`src/rtl/sel_sequencer.sv`:
```
// sel_sequencer: round-robin select sequencer for a 4:1 downstream mux.
// Offers one requesting channel at a time, waits for acceptance, then holds
// the select for DWELL cycles before re-arbitrating from the next channel.
module sel_sequencer #(
    parameter int DWELL = 4
) (
    input  logic       clk,
    input  logic       rst_n,
    input  logic [3:0] req,
    input  logic       ack,
    output logic       s1,
    output logic       s2,
    output logic [3:0] onehot,
    output logic       valid,
    output logic [7:0] grant_cnt
);

    typedef enum logic [1:0] {IDLE, OFFER, HOLD} state_t;

    localparam logic [3:0] DWELL_LOAD = 4'(DWELL - 1);

    state_t     state_q, state_d;
    logic [1:0] ptr_q, ptr_d;
    logic [1:0] sel_q, sel_d;     // granted channel index, also drives {s2,s1}
    logic [3:0] cnt_q, cnt_d;
    logic [3:0] onehot_d;
    logic       valid_d;
    logic [7:0] gcnt_d;

    logic [3:0] req_idx;          // req re-ordered so bit i is channel index i
    logic       found;
    logic [1:0] pick;
    logic [1:0] cand;

    assign s1 = sel_q[0];
    assign s2 = sel_q[1];

    // Round-robin search starting at ptr: first requesting channel wins.
    always_comb begin
        req_idx = {req[0], req[1], req[2], req[3]};
        found   = 1'b0;
        pick    = ptr_q;
        cand    = ptr_q;
        for (int k = 0; k < 4; k++) begin
            cand = ptr_q + 2'(k);
            if (!found && req_idx[cand]) begin
                found = 1'b1;
                pick  = cand;
            end
        end
    end

    // Next-state and next-output logic; every output is registered below.
    always_comb begin
        state_d  = state_q;
        ptr_d    = ptr_q;
        sel_d    = sel_q;
        cnt_d    = cnt_q;
        onehot_d = onehot;
        valid_d  = valid;
        gcnt_d   = grant_cnt;
        case (state_q)
            IDLE: begin
                valid_d  = 1'b0;
                onehot_d = 4'b0000;
                if (found) begin
                    state_d  = OFFER;
                    sel_d    = pick;
                    onehot_d = 4'b1000 >> pick;
                    valid_d  = 1'b1;
                end
            end
            OFFER: begin
                // Acceptance wins over a request dropped in the same cycle.
                if (ack) begin
                    state_d = HOLD;
                    cnt_d   = DWELL_LOAD;
                    gcnt_d  = grant_cnt + 8'd1;
                    valid_d = 1'b0;
                end else if (!req_idx[sel_q]) begin
                    state_d  = IDLE;
                    valid_d  = 1'b0;
                    onehot_d = 4'b0000;
                end
            end
            HOLD: begin
                valid_d = 1'b0;
                if (cnt_q == 4'd0) begin
                    state_d  = IDLE;
                    onehot_d = 4'b0000;
                    ptr_d    = sel_q + 2'd1;
                end else begin
                    cnt_d = cnt_q - 4'd1;
                end
            end
            default: begin
                state_d  = IDLE;
                valid_d  = 1'b0;
                onehot_d = 4'b0000;
            end
        endcase
    end

    // State and output registers with synchronous active-low reset.
    always_ff @(posedge clk) begin
        if (!rst_n) begin
            state_q   <= IDLE;
            ptr_q     <= 2'd0;
            sel_q     <= 2'd0;
            cnt_q     <= 4'd0;
            onehot    <= 4'b0000;
            valid     <= 1'b0;
            grant_cnt <= 8'd0;
        end else begin
            state_q   <= state_d;
            ptr_q     <= ptr_d;
            sel_q     <= sel_d;
            cnt_q     <= cnt_d;
            onehot    <= onehot_d;
            valid     <= valid_d;
            grant_cnt <= gcnt_d;
        end
    end

endmodule

```
`config.mk`:
```
export PLATFORM = sky130hd
export DESIGN_NAME = sel_sequencer
export DESIGN_NICKNAME = d
export VERILOG_FILES = /design/src/rtl/sel_sequencer.sv
export SDC_FILE = /design/constraint.sdc
export NUM_CORES = 1
export LEC_CHECK = 0
export ABC_AREA = 1
export CAP_MARGIN = 20
export CORE_MARGIN = 2
export CORE_UTILIZATION = 30
export CTS_CLUSTER_DIAMETER = 100
export CTS_CLUSTER_SIZE = 30
export DETAILED_ROUTE_END_ITERATION = 16
export PLACE_DENSITY_LB_ADDON = 0.12
export RECOVER_POWER = 50
export SYNTH_ARGS = -nofsm -noshare
export SYNTH_HDL_FRONTEND = slang
export SYNTH_SLANG_ARGS = --single-unit
```
`constraint.sdc`:
```
create_clock -name clk -period 2.8 [get_ports clk]
set_clock_uncertainty 0.2 [all_clocks]
set_input_delay 0.7 -clock clk [delete_from_list [all_inputs] [get_ports clk]]
set_output_delay 0.7 -clock clk [all_outputs]
set_load 0.05 [all_outputs]
```
Word-level counts from Yosys, hierarchy flattened
Index checks and enable logic that the tools add are counted.

Register bits: 23. Output and inout port bits: 15.

Add/sub/neg operators: 6. Order comparisons: 5. Eq/ne operators: 9. Shifts and indexed selects: 1. Muxes and demuxes: 34. Reductions and logical operators: 15.

Operators with widths (number): 2-to-1 mux 4 bit (6); less-than comparator 2 x 3 -> 1 bit (second input constant) (5); 2-to-1 mux 2 bit (7); 2-to-1 mux 1 bit (12); != test 2 bit (second input constant) (6); one-hot mux 4 bit (3 select lines) (1); binary-select mux 1 bit (select 2 bit) (5); AND reduction 3 bit (3); adder 8 x 1 -> 8 bit (second input constant) (1); one-hot mux 4 bit (2 select lines) (1); one-hot mux 2 bit (3 select lines) (1); AND reduction 2 bit (3); adder 2 x 1 -> 2 bit (second input constant) (2); adder 2 bit (second input constant) (2); zero test 4 bit (1); right shift 4 x 2 -> 4 bit (first input constant) (1); subtractor 4 x 1 -> 4 bit (second input constant) (1); logical AND 1 bit (3); zero test 1 bit (3); != test 3 bit (second input constant) (1); equality test 2 x 1 -> 1 bit (second input constant) (1); equality test 2 bit (second input constant) (1); zero test 2 bit (1); one-hot mux 1 bit (2 select lines) (1); nonzero test 2 bit (1).

Longest topological paths before layout
Word-level depth: 15. Gate-level depth with buffers: 15. Depth with buffers taken out: 14.

Worst setup path before layout
Ideal clock, no wire load.

Path kind: input -> register. Start: input req[0]. End: register onehot[3]. Arrival: 1.601 ns. Data required time: 2.468 ns. Slack: 0.867 ns. Stages: 10. Cells stage by stage: nand2_1 -> nand2_2 -> nand2_1 -> nand2_2 -> nor2_4 -> nand2_2 -> o21ai_4 -> nor2_4 -> nand3_1 -> a21oi_2.

Word-level cells in the longest chain between the ends: 15. Elaborated cells between the ends (all ways): 28.

Ends and longest elaborated chain: start: declaration (line 9) `input logic [3:0] req,`; binary-select mux 1 bit (select 2 bit) (line 46) `if (!found && req_idx[cand]) begin`; 2-to-1 mux 1 bit (implied by the code) (line 46); 2-to-1 mux 1 bit (line 46); zero test 1 bit (line 46); logical AND 1 bit (line 46); 2-to-1 mux 1 bit (line 46); zero test 1 bit (line 46); logical AND 1 bit (line 46); 2-to-1 mux 1 bit (line 46); zero test 1 bit (line 46); logical AND 1 bit (line 46); 2-to-1 mux 2 bit (line 46); right shift 4 x 2 -> 4 bit (line 69) `onehot_d = 4'b1000 >> pick;`; 2-to-1 mux 4 bit (line 66) `if (found) begin`; one-hot mux 4 bit (3 select lines) (line 62) `case (state_q)`; end signal: assignment (line 119) `onehot <= onehot_d;`; end: declaration (line 13) `output logic [3:0] onehot,`.

Parallel ways exist; a longest one is shown, timed or not. The select of a mux whose other input is x is not followed. A chain may end at the register's enable or synchronous reset.

Final worst setup path
Start: register sel_q[0]. End: output s1.

RTL lines: start: declaration (line 24) `logic [1:0] sel_q, sel_d;`; start signal: assignment (line 117) `sel_q <= sel_d;`; end: declaration (line 11) `output logic s1,`.

No word-level cell between the ends.

==> out/results.ini <==
[grt]
grtUsageMet3=0.0193
grt.overflow.total=0
track_usage=0.131
grt_pass1_vias=1288
grt_max_degree=14
busiest_layer=met2
antenna_found_initial=0
met1_usage=0.167
grt_first_pass_wirelength_um=5580
use_met2=0.224

[yosys]
ys_top_cells_by_area=dfxtp_1, nand2_1, inv_1
yosysWarningCount=0
seq_area_frac_synth=0.323
synth.largest_area_cell=dfxtp_1
synth_area_um2=1430
yosys.area.top_type_share=0.323
synth.avg_cell_area_um2=6.76
synth_cell_type_count=32
synth_nets=221
syn_inst=211
ys_ff_latch=23

[hold_path]
whs_endpoint=onehot[2]
hold_depth=2
min_from=onehot[2]
hold_class=reg -> reg

[clock_tree]
cts_buffer_depth=2
cts_tree=yes
cts_root_buf=clkbuf_8
htreeDepth=1
cts_setup_buffers=0
numCtsBuffers=3
clock_latency_ns=0.26
hold_buffers=0
cts_sinks=23
cts_resized=0
path_clk_slew_ns=0.08

[die]
die_x_um=73.0
start_util=0.306
die_h_um=73.0
core_um2=4660
dieArea_um2=5320
core.rowCount=25
ios=22

[sta]
rsz0062_at_grt=false
tightest_slew_ns=0.502
period_needed_ns=2.44
final.setup.tns_ns=0
min_period_over_period=0.871
setup_viol=0
finalHoldViolCount=0
fmax_ghz=0.410
slew_headroom=0.664
drv_slew=0

[route]
drc_errors=0
via_per_inst=4.65
ant_nets=0
finalWirelength_um=3160
drtIter0Drc=42
via_count=1340
drt-wirelength-per-cell_um=11.0
firstDrtPassIters=4

[worst_setup_path]
path_max_fanout=6
critPathMaxStageDelay_ns=0.84
endpoint_kind=primary output
arrival_ns=1.54
r2r-end=onehot[2]
rr_worst_depth=11
slowest_stage=clkdlybuf4s50_1
start_kind=register
critPathKind=reg -> out
worstPathRequired_ns=1.90
startpoint=sel_q[0]
crit_family=buffers and inverters
crit_buf_inv=1
r2r_start=ptr_q[1]
crit_path_cell_trace=clkdlybuf4s50_1
regToRegSetupSlack_ns=0.82

[power]
p_leak_nw=0.752
vdd_ir_drop_max_mv=0.310
cell_internal_pwr_w=0.000587
p_switching_w=0.000390
swShare=0.400
powerDensity_nw_per_um2=566
power_frac_clock=0.210
pwr-share-comb=0.391
p_seq_frac=0.398

[placed_design]
gp_congestion=0.799
dp_hpwl_um=2480
numPortBuffers=21

[cells_and_area]
final_util=0.370
final.fill_count=525
synthToLayoutAreaGrowth_pct=21.0
diodes=0
final_layout_size_suffix_gt1_frac=0.141
nets=245

[run]
maxCapViolations=0

[outcome]
run_status=finished clean

==> power by group through the flow <==
stage	Clock (W)	Combinational [W]	Sequential, W
global placement	0	0.000394	0.000400
CTS	0.000217	0.000393	0.000391
detailed placement	0	0.000391	0.000398
finish	0.000206	0.000382	0.000389
global route	0.000233	0.000425	0.000397
floorplan	0	0.000227	0.000460
==> how the worst max path moves through the flow <==
| stage | depth (start not counted) | end | slack [ns] |
|---|---|---|---|
| 2_1_floorplan | 10 | onehot[3] | 0.87 |
| 3_3_place_gp | 10 | valid | 0.19 |
| 3_5_place_dp | 11 | onehot[2] | 0.22 |
| 4_1_cts | 1 | s1 | 0.33 |
| 5_1_grt | 1 | s1 | 0.27 |
| 6_report | 1 | s1 | 0.36 |
==> cell usage after synthesis <==
| cell | instances |
|---|---|
| o21ai_1 | 1 |
| dfxtp_1 | 23 |
| nand4_2 | 1 |
| a21oi_2 | 3 |
| nor3_1 | 3 |
| nand4_1 | 6 |
| o21ai_2 | 1 |
| buf_4 | 2 |
| inv_4 | 1 |
| a211oi_2 | 1 |
| nor4_1 | 1 |
| nand2_2 | 14 |
| nor2_1 | 18 |
| o21ai_4 | 1 |
| nand2_4 | 2 |
| nor2_4 | 2 |
| xor2_1 | 2 |
| inv_2 | 1 |
| nand2_1 | 58 |
| a31oi_1 | 2 |
| a21oi_1 | 11 |
| nor2_2 | 1 |
| o21ai_0 | 7 |
| o21a_1 | 2 |
| a21boi_0 | 1 |
| nand3_1 | 13 |
| buf_6 | 1 |
| inv_1 | 26 |
| ha_1 | 3 |
| buf_1 | 1 |
| clkdlybuf4s15_1 | 1 |
| a311oi_1 | 1 |
==> per-stage QoR <==
step	power, W	std cells	area [um2]	hold slack, ns	worst slack, ns
global route	0.00105	288	1730	0.302	0.266
global placement	0.000794	284	1690	0.269	0.186
finish	0.000977	288	1730	0.272	0.360
CTS	0.00100	288	1730	0.281	0.331
floorplan	0.000688	211	1430	0.256	0.867
detailed placement	0.000789	284	1690	0.262	0.216
==> final cells by class <==
class | instances | area, um2 | area share
inverter | 28 | 108 | 0.0624
sequential | 23 | 460 | 0.267
clock inverter | 1 | 5.00 | 0.00290
clock buffer | 3 | 41.3 | 0.0239
tap | 54 | 67.6 | 0.0392
timing repair buffer | 24 | 225 | 0.131
multi-input combinational | 155 | 818 | 0.474
==> cells in the final DEF, fill, tap and decap left out, types with 2 or more instances in the layout <==
| cell | count |
|---|---|
| a21oi_1 | 11 |
| a21oi_2 | 3 |
| a31oi_1 | 2 |
| clkbuf_1 | 2 |
| clkbuf_8 | 3 |
| clkdlybuf4s50_1 | 15 |
| dfxtp_1 | 23 |
| dlygate4sd3_1 | 6 |
| ha_1 | 3 |
| inv_1 | 26 |
| nand2_1 | 58 |
| nand2_2 | 14 |
| nand2_4 | 2 |
| nand3_1 | 13 |
| nand4_1 | 6 |
| nor2_1 | 18 |
| nor2_4 | 2 |
| nor3_1 | 3 |
| o21a_1 | 2 |
| o21ai_0 | 7 |
| xor2_1 | 2 |
==> per-layer routing <==
metal | vias up | wire (um)
met1 | 596 | 1540
met5 | - | 0
met2 | 17 | 1480
met4 | 0 | 59
met3 | 7 | 76
li1 | 720 | -
==> cell families (layout without fill, tap and decap cells) <==
| group | after synthesis | in the layout | share of synthesized area |
|---|---|---|---|
| adders and majority gates | 3 | 3 | 0.0263 |
| AOI/OAI and AO/OA | 31 | 31 | 0.142 |
| and+or+nand+nor | 119 | 119 | 0.393 |
| buffers and inverters | 33 | 56 | 0.104 |
| DFF | 23 | 23 | 0.323 |
| xor gates and xnor gates | 2 | 2 | 0.0123 |
==> sequential cells by signal, indices dropped and copies added (netlist names) <==
register,flops
cnt_q,4
grant_cnt,8
onehot,4
ptr_q,2
sel_q,2
state_q,2
valid,1
(Power assumes the default switching activity.)
==> patch: new RTL, same settings <==
Put one more register stage on the output `grant_cnt`, with the module's reset. The value now appears one clock later. The other outputs are not delayed to match.
--- a/src/rtl/sel_sequencer.sv
+++ b/src/rtl/sel_sequencer.sv
@@ -18,6 +18,8 @@
     typedef enum logic [1:0] {IDLE, OFFER, HOLD} state_t;
 
     localparam logic [3:0] DWELL_LOAD = 4'(DWELL - 1);
+
+    logic [7:0] grant_cnt_s0;
 
     state_t     state_q, state_d;
     logic [1:0] ptr_q, ptr_d;
@@ -58,7 +60,7 @@
         cnt_d    = cnt_q;
         onehot_d = onehot;
         valid_d  = valid;
-        gcnt_d   = grant_cnt;
+        gcnt_d   = grant_cnt_s0;
         case (state_q)
             IDLE: begin
                 valid_d  = 1'b0;
@@ -75,7 +77,7 @@
                 if (ack) begin
                     state_d = HOLD;
                     cnt_d   = DWELL_LOAD;
-                    gcnt_d  = grant_cnt + 8'd1;
+                    gcnt_d  = grant_cnt_s0 + 8'd1;
                     valid_d = 1'b0;
                 end else if (!req_idx[sel_q]) begin
                     state_d  = IDLE;
@@ -110,7 +112,7 @@
             cnt_q     <= 4'd0;
             onehot    <= 4'b0000;
             valid     <= 1'b0;
-            grant_cnt <= 8'd0;
+            grant_cnt_s0 <= 8'd0;
         end else begin
             state_q   <= state_d;
             ptr_q     <= ptr_d;
@@ -118,7 +120,15 @@
             cnt_q     <= cnt_d;
             onehot    <= onehot_d;
             valid     <= valid_d;
-            grant_cnt <= gcnt_d;
+            grant_cnt_s0 <= gcnt_d;
+        end
+    end
+
+    always_ff @(posedge clk) begin
+        if (!rst_n) begin
+            grant_cnt <= '0;
+        end else begin
+            grant_cnt <= grant_cnt_s0;
         end
     end
 
Formal check against the unedited RTL: not equivalent (Yosys sat finds a counterexample within 4 cycles, from zero or initial values and one cycle with rst_n low).
==> patch against the unedited design <==
Power increased by 27%. Sequential cell count grew 8. Combinational power decreased by 7.3%. Final area up 18%. Largest power group unchanged. Worst setup slack worse by 12 ps. Routed wire length rose by 7.1%. Sequential power increased by 29%. Sequential share of layout area grew 3.7 points. Synthesized area increased by 17%. Clock power up 84%. First-iteration DRC count is 14% higher.
==> patch: results (changes against the unedited design) <==
- Avg WL per Cell: 10.4 um (was 11.0 um)
- M2 GR Usage: 20.5% (was 22.4%)
- Synth area leaders: dfxtp_1 (37%), nand2_1 (14%), inv_1 (7.0%) (was dfxtp_1 (32%), nand2_1 (15%), inv_1 (6.8%))
- Commonest cells post-synth: nand2_1 (60), dfxtp_1 (31), inv_1 (31) (was nand2_1 (58), inv_1 (26), dfxtp_1 (23))
- Clk pwr: 0.000380 W (was 0.000206 W)
- Routed length on met3: 85 um (was 76 um)
- DRT Pass-1 Iters: 4 (unchanged)
- Worst Hold Path EP: grant_cnt[2] (was onehot[2])
- R2R cell count: 10 (was 11)
- Final GP Congestion: 0.774 (was 0.799)
- Vias in the first global route: 1432 (was 1288)
- Hold WS: 235 ps (was 272 ps)
- Layout Nets: 263 (was 245)
- Netlist cell types: 31 (was 32)
- Detail Placement HPWL: 2550 um (was 2480 um)
- Grt met1 use: 16.7% (about the same)
- Post-synthesis sequential area ratio: 37.2% (was 32.3%)
- Worst slew pin tran: 638 ps (was 502 ps)
- Fillers: 550 (was 525)
- Largest net degree at the start of global routing: 16 (was 14)
- Status: complete, no violations (unchanged)
- Cell Int Power: 0.000817 W (was 0.000587 W)
- Sequential power: 0.000502 W (was 0.000389 W)
- Net Count, Synth: 236 (was 221)
- 1st-iter DRT viols: 48 (was 42)
- Synthesized instance count: 226 (was 211)
- Share of cells above drive strength 1: 18.5% (was 14.1%)
- Post-Layout Cell Count: 326 (was 288)
- Vias per cell: 4.37 (was 4.65)
- Leak pwr: 0.914 nW (was 0.752 nW)
- Met3 Usage GRT: 3.22% (was 1.93%)
- Comb pwr: 0.000354 W (was 0.000382 W)
- DP Cell Count: 318 (was 284)
- Routed length on met1: 1710 um (was 1540 um)
- Worst-Skew Late Latency: 280 ps (was 260 ps)
- Num CTS Buffers: 5 (was 3)
- First-pass GRT wire length: 6380 um (was 5580 um)
- Routed wl met2: 1530 um (was 1480 um)
- Hold Startpoint: grant_cnt_s0[2] (was onehot[2])
- H-tree levels: 2 (was 1)
## patch: changes by cell type after synthesis, moves of 3 or more
cell     unedited run  this run
nor2_1             18        10
nor3_1              3         7
nand4_1             6         1
nand3_2             0         3
a21oi_1            11        14
dfxtp_1            23        31
nand2_2            14        17
inv_1              26        31
## patch: layout make-up
class | count | share of cell area (%)
inverters | 34 | 6.25
repair buffers | 25 | 11.6
flip-flops and latches | 31 | 30.4
clock buffers | 8 | 4.90
well taps | 72 | 4.41
multi-input cells | 156 | 42.4
## patch: cells by family after synthesis
logic type | count (synthesis) | share of synthesized area [%]
AND/OR/NAND/NOR | 119 | 37.8
buffers and inverters | 39 | 10.4
AO/OA/AOI/OAI | 34 | 12.3
flip-flops | 31 | 37.2
adder cells (fa/ha/maj) | 3 | 2.25
## patch: per-stage QoR
step | setup WS [ps] | cell area, um2
after floorplan | 969 | 1670
after CTS | 322 | 2050
final | 348 | 2040
after global placement | 258 | 1950
after global routing | 275 | 2040
after detailed placement | 284 | 1950
